--- config.mk ---
export PLATFORM = sky130hd
export DESIGN_NAME = riscv_if
export DESIGN_NICKNAME = d
export VERILOG_FILES = /design/src/rtl/riscv_pkg.sv /design/src/rtl/rvc_expander.sv /design/src/rtl/riscv_if.sv
export SDC_FILE = /design/constraint.sdc
export NUM_CORES = 1
export LEC_CHECK = 0
export ABC_AREA = 1
export BUFFER_PORTS_ARGS = -buffer_cell sky130_fd_sc_hd__buf_2
export CELL_PAD_IN_SITES_DETAIL_PLACEMENT = 1
export CELL_PAD_IN_SITES_GLOBAL_PLACEMENT = 2
export CORE_ASPECT_RATIO = 1.75
export CORE_UTILIZATION = 25
export DETAILED_ROUTE_END_ITERATION = 6
export PLACE_DENSITY = 0.81
export SYNTH_ARGS = -nofsm -noshare
export SYNTH_HDL_FRONTEND = slang
export SYNTH_SLANG_ARGS = --single-unit
--- constraint.sdc ---
create_clock -name clk -period 7.05 [get_ports clk]
set_input_delay 0 -clock clk [delete_from_list [all_inputs] [get_ports clk]]
set_output_delay 0 -clock clk [all_outputs]
set_load 0.02 [all_outputs]
--- src/rtl/riscv_pkg.sv ---
// Shared RV32 fetch definitions: bubble word, opcodes, fetch FSM
// states and small RV32I instruction-format encoders.
package riscv_pkg;

  localparam logic [31:0] NOP_INST  = 32'h0000_0013;

  localparam logic [6:0] OP_LOAD   = 7'b0000011;
  localparam logic [6:0] OP_OPIMM  = 7'b0010011;
  localparam logic [6:0] OP_STORE  = 7'b0100011;
  localparam logic [6:0] OP_OP     = 7'b0110011;
  localparam logic [6:0] OP_LUI    = 7'b0110111;
  localparam logic [6:0] OP_BRANCH = 7'b1100011;
  localparam logic [6:0] OP_JALR   = 7'b1100111;
  localparam logic [6:0] OP_JAL    = 7'b1101111;
  localparam logic [6:0] OP_SYSTEM = 7'b1110011;

  typedef enum logic [1:0] {
    ST_ALIGNED = 2'd0,
    ST_HALF    = 2'd1,
    ST_REALIGN = 2'd2
  } fstate_e;

  function automatic logic [31:0] enc_i(
    logic [11:0] imm, logic [4:0] rs1,
    logic [2:0] f3, logic [4:0] rd, logic [6:0] op);
    return {imm, rs1, f3, rd, op};
  endfunction

  function automatic logic [31:0] enc_s(
    logic [11:0] imm, logic [4:0] rs2,
    logic [4:0] rs1, logic [2:0] f3, logic [6:0] op);
    return {imm[11:5], rs2, rs1, f3, imm[4:0], op};
  endfunction

  function automatic logic [31:0] enc_r(
    logic [6:0] f7, logic [4:0] rs2, logic [4:0] rs1,
    logic [2:0] f3, logic [4:0] rd, logic [6:0] op);
    return {f7, rs2, rs1, f3, rd, op};
  endfunction

  function automatic logic [31:0] enc_b(
    logic [12:0] imm, logic [4:0] rs2,
    logic [4:0] rs1, logic [2:0] f3);
    return {imm[12], imm[10:5], rs2, rs1, f3,
            imm[4:1], imm[11], OP_BRANCH};
  endfunction

  function automatic logic [31:0] enc_u(
    logic [19:0] imm, logic [4:0] rd, logic [6:0] op);
    return {imm, rd, op};
  endfunction

  function automatic logic [31:0] enc_j(
    logic [20:0] imm, logic [4:0] rd);
    return {imm[20], imm[10:1], imm[11],
            imm[19:12], rd, OP_JAL};
  endfunction

endpackage

--- src/rtl/rvc_expander.sv ---
// RV32C -> RV32I combinational expander (C0/C1/C2 integer subset).
// Ports: in[15:0] halfword, out[31:0] expansion, illegal flag. Built with RVC_EN.
`ifdef RVC_EN
module rvc_expander
  import riscv_pkg::*;
(
  input  logic [15:0] in,
  output logic [31:0] out,
  output logic        illegal
);

  logic [4:0]  rd, rs2, rs1p, rs2p;
  logic [11:0] imm6;
  logic [20:0] jimm;
  logic [12:0] bimm;

  assign rd   = in[11:7];
  assign rs2  = in[6:2];
  assign rs1p = {2'b01, in[9:7]};
  assign rs2p = {2'b01, in[4:2]};
  assign imm6 = {{6{in[12]}}, in[12], in[6:2]};
  assign jimm = {{9{in[12]}}, in[12], in[8], in[10:9],
                 in[6], in[7], in[2], in[11], in[5:3], 1'b0};
  assign bimm = {{4{in[12]}}, in[12], in[6:5], in[2],
                 in[11:10], in[4:3], 1'b0};

  always_comb begin
    out     = NOP_INST;
    illegal = 1'b0;
    unique case ({in[1:0], in[15:13]})
      5'b00_000: begin
        if (in[12:5] == 8'd0) illegal = 1'b1;
        else out = enc_i({2'b0, in[10:7], in[12:11], in[5],
                          in[6], 2'b00}, 5'd2, 3'b000, rs2p,
                         OP_OPIMM);
      end
      5'b00_010:
        out = enc_i({5'b0, in[5], in[12:10], in[6], 2'b00},
                    rs1p, 3'b010, rs2p, OP_LOAD);
      5'b00_110:
        out = enc_s({5'b0, in[5], in[12:10], in[6], 2'b00},
                    rs2p, rs1p, 3'b010, OP_STORE);
      5'b01_000: out = enc_i(imm6, rd, 3'b000, rd, OP_OPIMM);
      5'b01_001: out = enc_j(jimm, 5'd1);
      5'b01_010: out = enc_i(imm6, 5'd0, 3'b000, rd, OP_OPIMM);
      5'b01_011: begin
        if ({in[12], in[6:2]} == 6'd0) illegal = 1'b1;
        else if (rd == 5'd2)
          out = enc_i({{2{in[12]}}, in[12], in[4:3], in[5],
                       in[2], in[6], 4'b0}, 5'd2, 3'b000,
                      5'd2, OP_OPIMM);
        else
          out = enc_u({{14{in[12]}}, in[12], in[6:2]},
                      rd, OP_LUI);
      end
      5'b01_100: begin
        unique case (in[11:10])
          2'b00: begin
            if (in[12]) illegal = 1'b1;
            else out = enc_r(7'b0000000, rs2, rs1p, 3'b101,
                             rs1p, OP_OPIMM);
          end
          2'b01: begin
            if (in[12]) illegal = 1'b1;
            else out = enc_r(7'b0100000, rs2, rs1p, 3'b101,
                             rs1p, OP_OPIMM);
          end
          2'b10:
            out = enc_i(imm6, rs1p, 3'b111, rs1p, OP_OPIMM);
          default: begin
            if (in[12]) illegal = 1'b1;
            else begin
              unique case (in[6:5])
                2'b00: out = enc_r(7'b0100000, rs2p, rs1p,
                                   3'b000, rs1p, OP_OP);
                2'b01: out = enc_r(7'b0, rs2p, rs1p,
                                   3'b100, rs1p, OP_OP);
                2'b10: out = enc_r(7'b0, rs2p, rs1p,
                                   3'b110, rs1p, OP_OP);
                default: out = enc_r(7'b0, rs2p, rs1p,
                                     3'b111, rs1p, OP_OP);
              endcase
            end
          end
        endcase
      end
      5'b01_101: out = enc_j(jimm, 5'd0);
      5'b01_110: out = enc_b(bimm, 5'd0, rs1p, 3'b000);
      5'b01_111: out = enc_b(bimm, 5'd0, rs1p, 3'b001);
      5'b10_000: begin
        if (in[12]) illegal = 1'b1;
        else out = enc_r(7'b0, rs2, rd, 3'b001, rd, OP_OPIMM);
      end
      5'b10_010: begin
        if (rd == 5'd0) illegal = 1'b1;
        else out = enc_i({4'b0, in[3:2], in[12], in[6:4],
                          2'b00}, 5'd2, 3'b010, rd, OP_LOAD);
      end
      5'b10_100: begin
        if (!in[12]) begin
          if (rs2 != 5'd0)
            out = enc_r(7'b0, rs2, 5'd0, 3'b000, rd, OP_OP);
          else if (rd == 5'd0) illegal = 1'b1;
          else out = enc_i(12'd0, rd, 3'b000, 5'd0, OP_JALR);
        end else begin
          if (rs2 != 5'd0)
            out = enc_r(7'b0, rs2, rd, 3'b000, rd, OP_OP);
          else if (rd == 5'd0)
            out = enc_i(12'd1, 5'd0, 3'b000, 5'd0, OP_SYSTEM);
          else out = enc_i(12'd0, rd, 3'b000, 5'd1, OP_JALR);
        end
      end
      5'b10_110:
        out = enc_s({4'b0, in[8:7], in[12:9], 2'b00},
                    rs2, 5'd2, 3'b010, OP_STORE);
      default: illegal = 1'b1;
    endcase
    if (illegal) out = NOP_INST;
  end

endmodule
`endif

--- src/rtl/riscv_if.sv ---
// RV32 instruction fetch stage with optional RVC realignment (macro RVC_EN)
// and static backward-taken branch prediction. Ports: clk, rst_n (sync),
// stall, flush, redirect_pc -> icache_ren/addr/rdata/stall -> IF/ID *_ppl.
module riscv_if #(
  parameter logic [31:0] RESET_PC = 32'h0000_0000,
  parameter logic [31:0] NOP_INST = 32'h0000_0013
) (
  input  logic        clk,
  input  logic        rst_n,
  input  logic        stall,
  input  logic        flush,
  input  logic [31:0] redirect_pc,
  output logic        icache_ren,
  output logic [29:0] icache_addr,
  input  logic [31:0] icache_rdata,
  input  logic        icache_stall,
  output logic [31:0] inst_ppl,
  output logic [31:0] pc_ppl,
  output logic        compressed_ppl,
  output logic        branch_taken_ppl
);
  import riscv_pkg::*;

  fstate_e     state, nxt_state;
  logic [31:1] pc_r, nxt_pc, tgt;
  logic [31:0] emit_inst;
  logic [1:0]  step;
  logic        emit, emit_comp, take;
  logic        unused_ok;

  assign unused_ok  = redirect_pc[0];
  assign icache_ren = rst_n;
  // HALF already owns the low halfword; fetch the following word
  assign icache_addr = (state == ST_HALF) ?
                       pc_r[31:2] + 30'd1 : pc_r[31:2];

`ifdef RVC_EN
  logic [15:0] hold_r, nxt_hold, half;
  logic [31:0] exp_inst, rvc_inst;
  logic        exp_ill;

  assign half = (state == ST_HALF) ? hold_r : icache_rdata[15:0];

  rvc_expander u_rvc (
    .in      (half),
    .out     (exp_inst),
    .illegal (exp_ill)
  );

  assign rvc_inst = exp_ill ? NOP_INST : exp_inst;
`endif

  always_comb begin
    nxt_state = state;
    emit      = 1'b0;
    emit_comp = 1'b0;
    emit_inst = NOP_INST;
    step      = 2'd0;
`ifdef RVC_EN
    nxt_hold  = hold_r;
    unique case (state)
      ST_ALIGNED: if (!icache_stall) begin
        emit = 1'b1;
        if (icache_rdata[1:0] != 2'b11) begin
          emit_inst = rvc_inst;
          emit_comp = 1'b1;
          nxt_hold  = icache_rdata[31:16];
          step      = 2'd1;
          nxt_state = ST_HALF;
        end else begin
          emit_inst = icache_rdata;
          step      = 2'd2;
        end
      end
      ST_HALF: begin
        // a buffered RVC op needs no new word
        if (hold_r[1:0] != 2'b11) begin
          emit      = 1'b1;
          emit_inst = rvc_inst;
          emit_comp = 1'b1;
          step      = 2'd1;
          nxt_state = ST_ALIGNED;
        end else if (!icache_stall) begin
          emit      = 1'b1;
          emit_inst = {icache_rdata[15:0], hold_r};
          nxt_hold  = icache_rdata[31:16];
          step      = 2'd2;
        end
      end
      ST_REALIGN: if (!icache_stall) begin
        nxt_hold  = icache_rdata[31:16];
        nxt_state = ST_HALF;
      end
      default: nxt_state = ST_ALIGNED;
    endcase
`else
    if (!icache_stall) begin
      emit      = 1'b1;
      emit_inst = icache_rdata;
      step      = 2'd2;
    end
`endif
    take = emit && (emit_inst[6:0] == OP_BRANCH) &&
           emit_inst[31];
    // B-immediate bits [31:1] added to halfword-granular pc
    tgt  = pc_r + {{19{emit_inst[31]}}, emit_inst[31],
                   emit_inst[7], emit_inst[30:25],
                   emit_inst[11:8]};
    nxt_pc = take ? tgt : pc_r + {29'd0, step};
    if (take) begin
`ifdef RVC_EN
      nxt_state = tgt[1] ? ST_REALIGN : ST_ALIGNED;
      nxt_hold  = '0;
`else
      nxt_state = ST_ALIGNED;
`endif
    end
  end

  always_ff @(posedge clk) begin
    if (!rst_n) begin
      state            <= ST_ALIGNED;
      pc_r             <= RESET_PC[31:1];
      inst_ppl         <= NOP_INST;
      pc_ppl           <= '0;
      compressed_ppl   <= 1'b0;
      branch_taken_ppl <= 1'b0;
    end else if (flush) begin
      pc_r             <= redirect_pc[31:1];
`ifdef RVC_EN
      state            <= redirect_pc[1] ? ST_REALIGN
                                         : ST_ALIGNED;
`else
      state            <= ST_ALIGNED;
`endif
      inst_ppl         <= NOP_INST;
      compressed_ppl   <= 1'b0;
      branch_taken_ppl <= 1'b0;
    end else if (!stall) begin
      state            <= nxt_state;
      pc_r             <= nxt_pc;
      inst_ppl         <= emit ? emit_inst : NOP_INST;
      pc_ppl           <= {pc_r, 1'b0};
      compressed_ppl   <= emit & emit_comp;
      branch_taken_ppl <= take;
    end
  end

`ifdef RVC_EN
  always_ff @(posedge clk) begin
    if (!rst_n)       hold_r <= '0;
    else if (flush)   hold_r <= '0;
    else if (!stall)  hold_r <= nxt_hold;
  end
`endif

endmodule
# After elaboration in Yosys (flattened, before gate mapping)
# Cells that the tools add are included.
[totals] reg_bits=95 out_inout_bits=97 elab_cells=22
[classes] n_addsub=2 n_eq_ne=2 n_mux=7 n_bitwise=3 n_reduce_logical=4
[ops] cell="31-bit two-way mux" n=3
[ops] cell="32-bit two-way mux" n=2
[ops] cell="31-bit by 2-bit adder with 31-bit output" n=1
[ops] cell="31-bit adder" n=1
[ops] cell="7-bit == test, second input constant" n=1
[ops] cell="1-bit inverter" n=3
[ops] cell="1-bit logical AND" n=2
[ops] cell="2-bit two-way mux" n=1
[ops] cell="2-bit by 1-bit inequality test with 1-bit output, second input constant" n=1
[ops] cell="2-bit AND reduction" n=1
[ops] cell="2-bit OR reduction" n=1
[ops] cell="1-bit two-way mux" n=1

# Longest topological paths before layout
# Gate-level depths: netlist of run 1.
[logic_depth] word_depth=7 mapped_depth=18 mapped_depth_nobuf=18

# Least setup slack after synthesis of run 1
# Ideal clock, no wire load.
[synth_path] kind="input to register" startpoint="input port icache_stall" endpoint="register pc_r[17] (netlist name)" arrival_ns=2.270 required_ns=6.916 path_slack_ns=4.646 path_stages=15 cell_sequence="or2_1 > nor2_1 > nand3_1 > clkbuf_1 > inv_1 > ha_1 > nand2_2 > inv_1 > a21oi_1 > o21bai_1 > inv_1 > nand2_1 > or2_1 > nand2_1 > a21oi_1"
[synth_between] elab_chain_len=7
[synth_rtl] element="from (decl)" line_no="riscv_if.sv:16" text="input logic icache_stall,"
[synth_rtl] element="32-bit two-way mux" line_no="riscv_if.sv:97" text="if (!icache_stall) begin"
[synth_rtl] element="7-bit == test" line_no="riscv_if.sv:103" text="take = emit && (emit_inst[6:0] == OP_BRANCH) &&"
[synth_rtl] element="1-bit logical AND" line_no="riscv_if.sv:103"
[synth_rtl] element="1-bit logical AND (*)" line_no="riscv_if.sv:103"
[synth_rtl] element="named net take" line_no="riscv_if.sv:28" text="logic emit, emit_comp, take;"
[synth_rtl] element="31-bit two-way mux (*)" line_no="riscv_if.sv:109" text="nxt_pc = take ? tgt : pc_r + {29'd0, step};"
[synth_rtl] element="31-bit two-way mux (*)" line_no="riscv_if.sv:139" text="end else if (!stall) begin"
[synth_rtl] element="31-bit two-way mux (*)" line_no="riscv_if.sv:128" text="end else if (flush) begin"
[synth_rtl] element="to (signal assigned)" line_no="riscv_if.sv:123" text="pc_r <= RESET_PC[31:1];"
[synth_rtl] element="to (signal assigned)" line_no="riscv_if.sv:129" text="pc_r <= redirect_pc[31:1];"
[synth_rtl] element="to (signal assigned)" line_no="riscv_if.sv:141" text="pc_r <= nxt_pc;"
[synth_rtl] element="to (decl)" line_no="riscv_if.sv:25" text="logic [31:1] pc_r, nxt_pc, tgt;"
# The timed path passes the listed nets; every way through them passes the cells marked *. The select of a mux whose other input is x is not followed.
# A chain may end at the register's enable or synchronous reset.

# Final worst setup path of run 1
[layout_path] startpoint="input port icache_rdata[1]" endpoint="register pc_r[31] (netlist name)"
[layout_between] elab_chain_len=7
[layout_rtl] element="from (decl)" line_no="riscv_if.sv:15" text="input logic [31:0] icache_rdata,"
[layout_rtl] element="32-bit two-way mux" line_no="riscv_if.sv:97"
[layout_rtl] element="7-bit == test" line_no="riscv_if.sv:103"
[layout_rtl] element="1-bit logical AND (2 in a row)" line_no="riscv_if.sv:103"
[layout_rtl] element="named net take" line_no="riscv_if.sv:28"
[layout_rtl] element="31-bit two-way mux" line_no="riscv_if.sv:109"
[layout_rtl] element="31-bit two-way mux" line_no="riscv_if.sv:139"
[layout_rtl] element="31-bit two-way mux" line_no="riscv_if.sv:128"
# The timed path passes the listed nets, and every way through them passes these cells. The select of a mux whose other input is x is not followed.

==> results of run 1 <==
## cell usage in the layout (no fill, tap or decap)
master,n
a21o_1,1
a21oi_1,72
a21oi_2,3
a22o_1,14
a22oi_1,1
a31oi_1,12
and2_1,2
buf_2,162
buf_4,3
clkbuf_16,9
clkinv_1,1
clkinv_4,1
clkinv_8,3
conb_1,2
dfxtp_1,95
diode_2,1
dlygate4sd3_1,49
fa_1,1
ha_1,30
inv_1,127
inv_2,2
inv_6,2
inv_8,1
nand2_1,288
nand2_2,9
nand3_1,47
nand3_2,8
nand3b_1,3
nand4_1,5
nor2_1,105
nor2_2,4
nor2_4,5
nor3b_1,1
o21ai_0,55
o21bai_1,2
o21bai_2,1
or2_1,2
xor2_1,10
## timing repair
item | 4_1_cts | 5_1_grt
hold buffers | 49 | 0
endpoints found under the setup margin | 0 | 0
hold endpoints to repair | 47 | 0
## cell usage after synthesis, drive strengths merged
cell type	count	area share (%)
nand2	297	18
fa	1	0.32
o21bai	3	0.43
nand3b	3	0.36
buf	47	5.2
a31oi	12	1.2
nand4	5	0.51
inv	129	7.8
a21o	1	0.12
and2	2	0.20
ha	30	6.1
nor2	114	7.7
o21ai	55	4.5
clkbuf	18	1.1
conb	1	0.061
xor2	10	1.4
dfxtp	95	31
a22o	14	2.0
nor3b	1	0.12
nand3	55	5.1
a21oi	75	6.3
a22oi	1	0.12
clkinv	1	0.061
or2	2	0.20
## layer usage
metal,vias to the layer above,routed length [µm]
met1,3150,9280
met5,-,0
li1,3358,-
met2,144,13400
met3,27,678
met4,0,570
## power groups by stage
stage	clock [mW]	sequential, mW	combinational (mW)
floorplan	0	0.611	0.123
global placement	0	0.601	0.205
detailed placement	0	0.601	0.207
CTS	0.530	0.589	0.230
global route	0.549	0.591	0.249
finish	0.514	0.588	0.228
## worst min-delay path, cell delays in order
cell     delay [ns]
buf_2          0.08
nand2_1        0.04
o21ai_0        0.06
inv_1          0.05
a21oi_2        0.11
## metrics by stage
stage / std cells / hold WS (ns) / util [%] / worst slack [ns] / power [mW]
finish: 1447 / 0.00667 / 32.4 / 3.36 / 1.33
global route: 1447 / 0.0332 / 32.4 / 3.12 / 1.39
CTS: 1446 / 0.00509 / 32.4 / 3.37 / 1.35
detailed placement: 1381 / 0.252 / 29.1 / 3.24 / 0.808
global placement: 1381 / 0.243 / 29.1 / 3.25 / 0.805
floorplan: 973 / 0.113 / - / 4.65 / 0.734
## sequential cells by signal, indices dropped and copies added (netlist names)
signal            count
pc_ppl               31
pc_r                 31
branch_taken_ppl      1
inst_ppl             32
## worst min path at each step
stage / end / cells after the start
6_report: pc_r[31] / 5
5_1_grt: pc_r[31] / 5
4_1_cts: pc_r[31] / 5
3_5_place_dp: inst_ppl[1] / 3
3_3_place_gp: inst_ppl[1] / 3
2_1_floorplan: icache_ren / 1
## final cells by class
cell class	instances	area [µm²]
timing repair buffer	214	1320
inverter	130	488
clock buffer	9	225
tap	308	385
clock inverter	7	86.3
fill	3132	16300
multi-input combinational	683	3410
antenna	1	2.50
sequential	95	1900
## cells by family (layout without fill, tap and decap cells)
kind of cell	Yosys count	in the layout	synth area share [%]
other cells	1	3	0.0607
compound gates	161	161	14.6
xor+xnor	10	10	1.42
simple gates	479	479	32.6
buf+inv	195	360	14.2
flops	95	95	30.8
fa+ha+maj	31	31	6.40
==> results.cfg, run 1 <==
[sta]
post-route-min-period_ns = 3.69
rsz0062_at_grt = no
worst_pin_slew_ns = 1.17
tns_ns = 0
fmax_ghz = 0.271
final_hold_viol_count = 0
min_period_over_period_pct = 52.3
setup_viol = 0
maxSlewViolCount = 0
max_slew_margin_pct = 21.4
fin_skew_ns = 0.00775

[grt]
grt_pass1_wl_um = 36300
track_usage_pct = 18.8
top_usage_layer = met2
grt_util_met1_pct = 19.2
overflow = 0
grt.met2_usage_pct = 37.8
antenna_found_initial = 1
grt_pass1_vias = 6769
grt_start_max_net_pins = 64
use_met3_pct = 2.35

[min_path]
worstHoldStart = redirect_pc[31]
hp-class = primary input to flop

[critical_path]
cpPeakStageDelay_ns = 0.74
cp_num_cells = 18
crit_slowest_cell = inv_1
crit-reg2reg-launch = pc_r[1]
worstSetupPathType = primary input to flop
cp_top_family = simple AND/OR/NAND/NOR gates
start_kind = primary input
cp-startpoint = icache_rdata[1]
path_cells = dlygate4sd3_1 -> buf_2 -> nand2_1 -> nor3b_1 -> nand3_1 -> inv_1 -> ha_1 -> nand2_1 -> inv_1 -> nand2_1 -> nand2_1 -> nand2_1 -> nand2_1 -> a21oi_1 -> nand2_1 -> nand2_1 -> nand3_2 -> a21oi_2
crit_path_end = pc_r[31]
r2r_cells = 11
r2r_setup_slack_ns = 4.73
required_ns = 7.35
r2r-end = pc_r[29]
end_kind = flop
critPathBufInv = 4
cp.arrival_ns = 3.98
crit_path_max_fanout = 19
critPathMostFrequentCell = nand2_1

[pwr]
netSwitchingPower_mw = 0.426
ir_worst_vdd_uv = 113
p_leak_nw = 4.19
combPwrFrac_pct = 17.2
switching_share_pct = 32.0
power_density_mw_per_mm2 = 170
sequentialPowerShare_pct = 44.2
pwr-share-clk_pct = 38.6
intPower_mw = 0.904

[yosys]
synth.distinct_cells = 32
synth_area_per_cell_um2 = 6.36
seq_area_frac_synth_pct = 30.8
syn_area_mm2 = 0.00618
yosys_warnings = 0
syn-instance-count = 972
synth_seq_cells = 95

[cells_and_area]
layout-drive-gt1-share_pct = 18.7
nets = 1233
syn_to_final_growth_pct = 26.5
final_area_mm2 = 0.00782

[cts]
cts.reportedPaths.clkPinSlew_ns = 0.08
clock_sinks = 95
cts_setup_buffers = 0
clockBufferDepth = 2
cts_buffers = 9
root_buffer = clkbuf_16
htree_levels = 3
insertion_delay_ns = 0.36
cts_tree = built
ctsResizeCount = 0

[drt]
vias = 6679
route.detailed.vias_per_inst = 4.62
drc = 0
ant_nets = 0
drtIter0Drc = 297
drt_pass1_iterations = 4
wl_per_cell_um = 16.5
routed_wl_um = 23900

[placement]
dp_hpwl_um = 18100
port_buffers = 162
place_area_mm2 = 0.00701
gp_congestion = 0.846

[floorplan]
core_area_mm2 = 0.0241
die_w_um = 121
io_pins = 166
rows = 75
initial_core_util_pct = 25.6
die_y_um = 210
die-area_mm2 = 0.0254

[flow_run]
drv_cap = 0

[status]
status = completed
Note: power is estimated with default switching activity, not from simulation.
==> inputs of run 2 (changes only) <==
--- a/config.mk
+++ b/config.mk
@@ -5,14 +5,14 @@
 export SDC_FILE = /design/constraint.sdc
 export NUM_CORES = 1
 export LEC_CHECK = 0
-export ABC_AREA = 1
+export ABC_AREA = 0
 export BUFFER_PORTS_ARGS = -buffer_cell sky130_fd_sc_hd__buf_2
 export CELL_PAD_IN_SITES_DETAIL_PLACEMENT = 1
 export CELL_PAD_IN_SITES_GLOBAL_PLACEMENT = 2
 export CORE_ASPECT_RATIO = 1.75
 export CORE_UTILIZATION = 25
 export DETAILED_ROUTE_END_ITERATION = 6
-export PLACE_DENSITY = 0.81
+export PLACE_DENSITY = 0.77
 export SYNTH_ARGS = -nofsm -noshare
 export SYNTH_HDL_FRONTEND = slang
 export SYNTH_SLANG_ARGS = --single-unit
==> constraint.sdc (replaced) <==
create_clock -name clk -period 3.7 [get_ports clk]
set_input_delay 0 -clock clk [delete_from_list [all_inputs] [get_ports clk]]
set_output_delay 0 -clock clk [all_outputs]
set_load 0.02 [all_outputs]
==> run 2 against run 1 <==
Clock skew decreased by 0.0034 ns. Non-clock buffer count rose by 18. Flip-flop and latch count unchanged. Core utilization increased by 0.39 points. Register-to-register slack worse by 3.8 ns. Sequential power grew 89%. Count of clock-buffer cells in the layout is 3 higher. Sequential share of layout area increased by 0.61 points. Global-route usage rose by 0.051 points. Synthesized cell count shrank 20%. Cell count shrank 14%. Critical path type unchanged.
==> results.cfg, run 2 <==
[cells_and_area]
syn_to_final_growth_pct = 29.2
regMostFlops = inst_ppl
register_area_mm2 = 0.00190
layout-drive-gt1-share_pct = 22.2
multi_input_area_mm2 = 0.00355
diodes = 0
fin_util_pct = 32.8
reg_top3 = inst_ppl (32), pc_ppl (31), pc_r (31)
largest_register_ffs = 32
final_common_cell = buf_2
fillerInstances = 2861
final_cell_mix = buf_2, nand2_1, dfxtp_1
nets = 1036

[sta]
setup_ws_ns = 0.255
fmax_ghz = 0.290
post-route-min-period_ns = 3.44
final_hold_viol_count = 0
rsz0062_at_grt = no
min_period_over_period_pct = 93.1
tns_ns = 0
max_slew_margin_pct = 28.3
worst_pin_slew_ns = 1.07
maxSlewViolCount = 0
fin_skew_ns = 0.00437
setup_viol = 0

[yosys]
syn_area_mm2 = 0.00590
synth.distinct_cells = 60
synth_area_leaders = dfxtp_1, nand2_1, ha_1, a21oi_1, buf_4
synth_flop_cell = dfxtp_1
synth_area_per_cell_um2 = 7.63
ys_top_cells_by_count = nand2_1, dfxtp_1, a21oi_1
synth_seq_cells = 95
yosys_warnings = 0
yosysMostFrequentCell = nand2_1
seq_area_frac_synth_pct = 32.2
syn-instance-count = 774
synth-edff-count = 0
synth.top_cell.area_share_pct = 32.2
async_flop_share_pct = 0
synth_largest_area_cell = dfxtp_1

[cts]
cts_tree = built
root_buffer = clkbuf_16
clockBufferDepth = 2
cts_buffers = 9
clock_sinks = 95
htree_levels = 3
insertion_delay_ns = 0.37
cts.reportedPaths.clkPinSlew_ns = 0.07

[floorplan]
rows = 74
die_w_um = 118
io_pins = 166
core_area_mm2 = 0.0232
initial_core_util_pct = 25.4
die-area_mm2 = 0.0243
die_y_um = 205

[critical_path]
r2r_setup_slack_ns = 0.91
end_kind = flop
required_ns = 3.97
cp.arrival_ns = 3.71
worstSetupPathType = primary input to flop
crit_path_max_fanout = 16
start_kind = primary input

[grt]
grt_pass1_vias = 6411
antenna_found_initial = 0
grt_start_max_net_pins = 78
track_usage_pct = 18.8
overflow = 0
grt_pass1_wl_um = 34700

[drt]
ant_nets = 0
drt_pass1_iterations = 6
drc = 0
drtIter0Drc = 165
wl_per_cell_um = 18.0
vias = 6175
route.detailed.vias_per_inst = 4.96
routed_wl_um = 22400

[pwr]
power.total_mw = 2.56
p_leak_nw = 3.39
ir_worst_vdd_uv = 220
power_density_mw_per_mm2 = 336

[min_path]
hp-class = primary input to flop

[status]
status = completed

[placement]
dp_hpwl_um = 17000
gp_congestion = 0.835
pre_cts_slack_ns = 0.174
port_buffers = 162

[flow_run]
drv_cap = 0
[run 2: cell types whose count changed after synthesis, sizes merged, moves of 12 or more]
cell    previous run  this run
nand2            297       133
inv              129         8
nor2             114        60
nand3             55        14
a21boi             0        33
nor3b              1        25
clkbuf            18        40
a22oi              1        18
a22o              14         2
[run 2: per-stage QoR]
step	instance area, µm²	instances	hold WS (ns)
2_1_floorplan	5910	775	0.113
3_3_place_gp	6850	1183	0.224
3_5_place_dp	6850	1183	0.229
4_1_cts	7610	1244	0.0311
5_1_grt	7630	1245	0.0701
6_report	7630	1245	0.0446
[run 2: worst max-delay path, cell delays in order]
cell and delay (ns):
dlygate4sd3_1 0.52, buf_2 0.11, nor4bb_1 0.30, nand4b_1 0.27, buf_4 0.28, nor3b_1 0.27
ha_1 0.37, and4_1 0.26, nor2b_1 0.16, a31oi_2 0.29, nor3b_1 0.11, buf_4 0.15
o311ai_1 0.26, o41ai_1 0.12, a22o_1 0.24
[run 2: path summary, 6_finish.rpt]
check             startpoint  cells after the start        end
min reg2reg        pc_ppl[3]                      2  pc_ppl[3]
min          redirect_pc[16]                      4   pc_r[16]
max reg2reg          pc_r[1]                      9   pc_r[29]
max          icache_rdata[0]                     15   pc_r[28]
[run 2: logic make-up after synthesis]
| family | after synthesis | synth area share (%) |
|---|---|---|
| simple gates | 281 | 22.0 |
| compound gates | 248 | 26.9 |
| flops | 95 | 32.2 |
| buf+inv | 91 | 7.93 |
| fa+ha+maj | 31 | 6.70 |
| xor+xnor | 20 | 2.97 |
| mux | 7 | 1.19 |
| other cells | 1 | 0.0635 |
[run 2: routing by layer]
metal  track usage (%)  part of all wire [%]
met5                 0                     0
met4              11.1                   4.6
met3              3.35                   3.0
met2              37.6                    57
met1              17.5                    35
[run 2: area by class of cell]
class / instances / area share [%]
multi-input combinational: 589 / 46.6
sequential: 95 / 24.9
timing repair buffer: 232 / 19.0
tap: 304 / 4.99
clock buffer: 12 / 3.36
clock inverter: 4 / 0.705
inverter: 9 / 0.443
[run 2: power by group]
part / internal [mW] / switching, mW / total, mW
sequential: 1.06 / 0.0449 / 1.11
combinational: 0.183 / 0.265 / 0.448
clock: 0.562 / 0.442 / 1.00
total: 1.81 / 0.752 / 2.56
[run 2: timing repair]
action                                  CTS  global route
resized for setup                         0             2
buffers inserted                          0             1
hold buffers                             45             0
endpoints found under the hold margin    45             0
endpoints found under the setup margin    0             8
